## config.mk

```make
export PLATFORM = sky130hd
export DESIGN_NAME = pipe_elastic_reg
export DESIGN_NICKNAME = d
export VERILOG_FILES = /design/src/rtl/pipe_elastic_reg.sv
export SDC_FILE = /design/constraint.sdc
export NUM_CORES = 1
export LEC_CHECK = 0
export ABC_CLOCK_PERIOD_IN_PS = 8600
export BUFFER_PORTS_ARGS = -buffer_cell sky130_fd_sc_hd__buf_2
export CAP_MARGIN = 40
export CELL_PAD_IN_SITES_DETAIL_PLACEMENT = 1
export CELL_PAD_IN_SITES_GLOBAL_PLACEMENT = 2
export CORE_MARGIN = 4
export CORE_UTILIZATION = 38
export DETAILED_ROUTE_END_ITERATION = 8
export HOLD_SLACK_MARGIN = 0.12
export PLACE_DENSITY_LB_ADDON = 0.1
export SLEW_MARGIN = 20
export SYNTH_ARGS = -nofsm -noshare
export SYNTH_HDL_FRONTEND = slang
export SYNTH_SLANG_ARGS = --single-unit
```

## constraint.sdc

```tcl
create_clock -name clk -period 8.6 [get_ports clk]
set_input_delay 0.86 -clock clk [delete_from_list [all_inputs] [get_ports clk]]
set_output_delay 0.86 -clock clk [all_outputs]
set_load 0.01 [all_outputs]
```

## src/rtl/pipe_elastic_reg.sv

```systemverilog
// pipe_elastic_reg: elastic pipeline stage built around a small circular skid buffer.
// Upstream may keep issuing for DEPTH beats after downstream stalls; flush drops every
// entry at the sampling edge, and the asynchronous active-low reset clears the stage
// without waiting for a clock.
module pipe_elastic_reg #(
    parameter int WIDTH = 32,
    parameter int DEPTH = 2,
    parameter int CW    = $clog2(DEPTH + 1)
) (
    input  logic             clk,
    input  logic             rst,
    input  logic             flush,
    input  logic             in_valid,
    output logic             in_ready,
    input  logic [WIDTH-1:0] in_data,
    output logic             out_valid,
    input  logic             out_ready,
    output logic [WIDTH-1:0] out_data,
    output logic [CW-1:0]    count
);

    // Pointer width; DEPTH is a power of two, so pointers wrap on their own.
    localparam int AW = $clog2(DEPTH);
    localparam logic [CW-1:0] FULL = CW'(DEPTH);

    logic [WIDTH-1:0] mem [DEPTH];
    logic [AW-1:0]    wr_ptr;
    logic [AW-1:0]    rd_ptr;
    logic             push;
    logic             pop;
    logic [CW-1:0]    push_ext;
    logic [CW-1:0]    pop_ext;

    // Full and empty come only from the occupancy counter. in_ready looks only at
    // count, never at out_ready, so a full stage refuses a beat even while it is
    // draining, which produces the required one-cycle bubble.
    assign in_ready  = rst && (count != FULL);
    assign out_valid = (count != '0);

    // A flush cancels whatever handshakes happen in the same cycle.
    assign push = in_valid && in_ready && !flush;
    assign pop  = out_valid && out_ready && !flush;

    assign push_ext = {{(CW-1){1'b0}}, push};
    assign pop_ext  = {{(CW-1){1'b0}}, pop};

    // An idle stage presents zero so it looks like a bubble to downstream logic.
    assign out_data = out_valid ? mem[rd_ptr] : '0;

    // Payload storage is not reset; stale entries are unreachable once count is 0.
    always_ff @(posedge clk) begin
        if (push) begin
            mem[wr_ptr] <= in_data;
        end
    end

    // Pointer and occupancy bookkeeping; reset and flush both empty the stage.
    always_ff @(posedge clk or negedge rst) begin
        if (!rst) begin
            wr_ptr <= '0;
            rd_ptr <= '0;
            count  <= '0;
        end else if (flush) begin
            wr_ptr <= '0;
            rd_ptr <= '0;
            count  <= '0;
        end else begin
            if (push) begin
                wr_ptr <= wr_ptr + 1'b1;
            end
            if (pop) begin
                rd_ptr <= rd_ptr + 1'b1;
            end
            count <= count + push_ext - pop_ext;
        end
    end

endmodule

```

==> flow_summary.json <==
{
  "status": "complete, no violations",
  "setup_slack_ps": 5820,
  "synthTopCellsByArea": "edfxtp_1 (72%), mux2i_1 (12%), nor2_1 (5.2%), dfrtp_1 (3.8%), buf_6 (1.3%)",
  "synth_edf_count": 64,
  "totalWireLength_mm": 5.21,
  "synth_nets": 202,
  "drc_errors": 0,
  "fmax_mhz": 360,
  "antenna_found_initial": 0,
  "final_cells": 341,
  "drt_iter0_drc": 33,
  "holdCritPathClass": "input port to async pin",
  "cts_inserted_buffers": 9,
  "layout_common_cells": "buf_2 (72), edfxtp_1 (64), nor2_1 (36), mux2i_1 (32), clkbuf_8 (9)",
  "cts_setup_buffers": 0,
  "crit_chain": "nor2_2 > buf_4 > nor2_1 > buf_2",
  "cts_tree": "built",
  "postRouteAntennaNets": 0,
  "setup_viol": 0,
  "grt_pass1_vias": 1714,
  "synth_top_area_frac": 0.721,
  "vias": 1533,
  "yosys_warnings": 0,
  "die_w_um": 91.7,
  "chipHeight_um": 91.7,
  "synth.cell_area_um2": 2670,
  "stdcell_area_um2": 3320,
  "grt_first_pass_wirelength_mm": 8.44,
  "rows": 30,
  "async_flop_share": 0.0588,
  "die_area_um2": 8420,
  "cts_buffer_depth": 2,
  "ys.flop_type": "edfxtp_1",
  "worst_pin_slew_ps": 678,
  "finalCriticalPeriod_ps": 2780,
  "crit_buf_inv": 2,
  "worstPathMaxFanout": 18,
  "clk_pin_slew_ps": 70,
  "timing.setup.tns_ps": 0,
  "port_buffers": 72,
  "root_buffer": "clkbuf_8",
  "seq_area_frac_synth": 0.759,
  "io_pins": 73,
  "fillerInstances": 687,
  "drive_gt1_frac": 0.380,
  "dp_cells": 327,
  "synth-seq-cells": 68,
  "clock_latency_ps": 320,
  "cp_top_family": "simple AND/OR/NAND/NOR gates",
  "hpwl_mm": 3.55,
  "core_um2": 6790,
  "area_growth_pct": 24.6,
  "ctsResizeCount": 0,
  "synth_top_cell_by_area": "edfxtp_1",
  "relSlewSlack": 0.548,
  "place_ws_ps": 6010,
  "worst_setup_path_start_kind": "flop",
  "ctsHoldBuffers": 0,
  "p_leak_nw": 1.29,
  "end_kind": "output port",
  "skew_ps": 7.85,
  "ir_worst_vdd_uv": 106,
  "final_common_cell": "buf_2",
  "slew_violations": 0,
  "grt_overflow_total": 0,
  "place_congestion": 0.627,
  "n_antenna_cell": 0,
  "post-route-period-util": 0.323,
  "syn_area_per_cell_um2": 16.4,
  "rsz0062_at_grt": "false",
  "netlist_instances": 163,
  "vias_per_cell": 4.50,
  "final_nets": 281,
  "wire_per_inst_um": 15.3,
  "critPathArrivalTime_ps": 1920,
  "maxCapViolCount": 0,
  "powerDensity_nw_per_um2": 213,
  "cp_slowest_cell": "nor2_2",
  "cp_slowest_stage_delay_ps": 570,
  "synth.distinct_cells": 19,
  "htreeDepth": 3,
  "place_area_um2": 3150,
  "required_ps": 7740,
  "hold_violations": 0,
  "grtUsageTotal": 0.131,
  "grt_max_degree": 33,
  "cts_sinks": 68,
  "crit_type": "flop to output port",
  "first_pass_iters": 4,
  "start_util": 0.392,
  "fin_util": 0.489
}
-- layout make-up --
| class | instances | area (um2) | area share |
|---|---|---|---|
| Multi-Input combinational cell | 85 | 591 | 0.178 |
| Clock inverter | 4 | 42.5 | 0.0128 |
| Sequential cell | 68 | 2020 | 0.609 |
| Timing Repair Buffer | 76 | 410 | 0.124 |
| Tap cell | 96 | 120 | 0.0362 |
| Inverter | 2 | 7.51 | 0.00226 |
| Clock buffer | 10 | 128 | 0.0384 |
-- cells by family after synthesis --
kind of cell | share of synthesized area
muxes | 0.124
DFF | 0.759
adders and majority gates | 0.00939
AOI/OAI and AO/OA | 0.00188
and+or+nand+nor | 0.0746
xor gates and xnor gates | 0.00657
buffers and inverters | 0.0244
-- registers in the layout (all words and copies together) (netlist names) --
name    flops
count       2
mem        64
wr_ptr      1
rd_ptr      1
-- worst paths after layout --
| check | cells after the start | startpoint | endpoint | slack, ps |
|---|---|---|---|---|
| max | 4 | count[1]$_DFF_PN0_ | out_data[17] | 5820 |
| min in group clk | 2 | count[1]$_DFF_PN0_ | count[1]$_DFF_PN0_ | 660 |
| max in group asynchronous | 1 | rst | rd_ptr$_DFFE_PN0P_ | 8120 |
| min reg2reg | 2 | count[1]$_DFF_PN0_ | count[1]$_DFF_PN0_ | 660 |
| max reg2reg | 9 | count[1]$_DFF_PN0_ | count[1]$_DFF_PN0_ | 6460 |
| min | 1 | rst | rd_ptr$_DFFE_PN0P_ | 330 |
-- per-stage QoR --
stage	power, mW	hold slack [ps]
2_1_floorplan	0.440	564
3_3_place_gp	0.474	628
3_5_place_dp	0.480	658
4_1_cts	0.717	324
5_1_grt	0.744	317
6_report	0.706	335
-- worst reg2reg max path: stages, from the launching register on --
cell and delay [ps]:
dfrtp_1 450, nand2b_1 130, nand3_1 190, or2_2 330, ha_1 270, inv_1 40, ha_1 180, xor2_1 150
and2_1 170, nor3_1 150
-- synthesized netlist by cell type, types with 2 or more instances --
library cell and number:
nor2_1 37, edfxtp_1 64, mux2i_1 32, nor3_1 2, inv_1 2, dfrtp_1 4, nor2b_1 2, ha_1 2
buf_6 3, and2_1 2, buf_2 4, xor2_1 2
-- routing by layer --
metal / share of wire / vias to the layer above / global-route usage
met5: 0 / - / 0
met2: 0.51 / 49 / 0.225
met4: 0.013 / 0 / 0.0594
met3: 0.065 / 8 / 0.0410
met1: 0.41 / 728 / 0.150
li1: - / 748 / -
-- power breakdown --
| part | total [mW] | leakage (nW) | switching (mW) | internal [mW] |
|---|---|---|---|---|
| sequential | 0.380 | 0.634 | 0.00820 | 0.372 |
| combinational | 0.0892 | 0.565 | 0.0492 | 0.0400 |
| clock | 0.237 | 0.0871 | 0.108 | 0.128 |
Note: power is estimated with default switching activity, not from simulation.
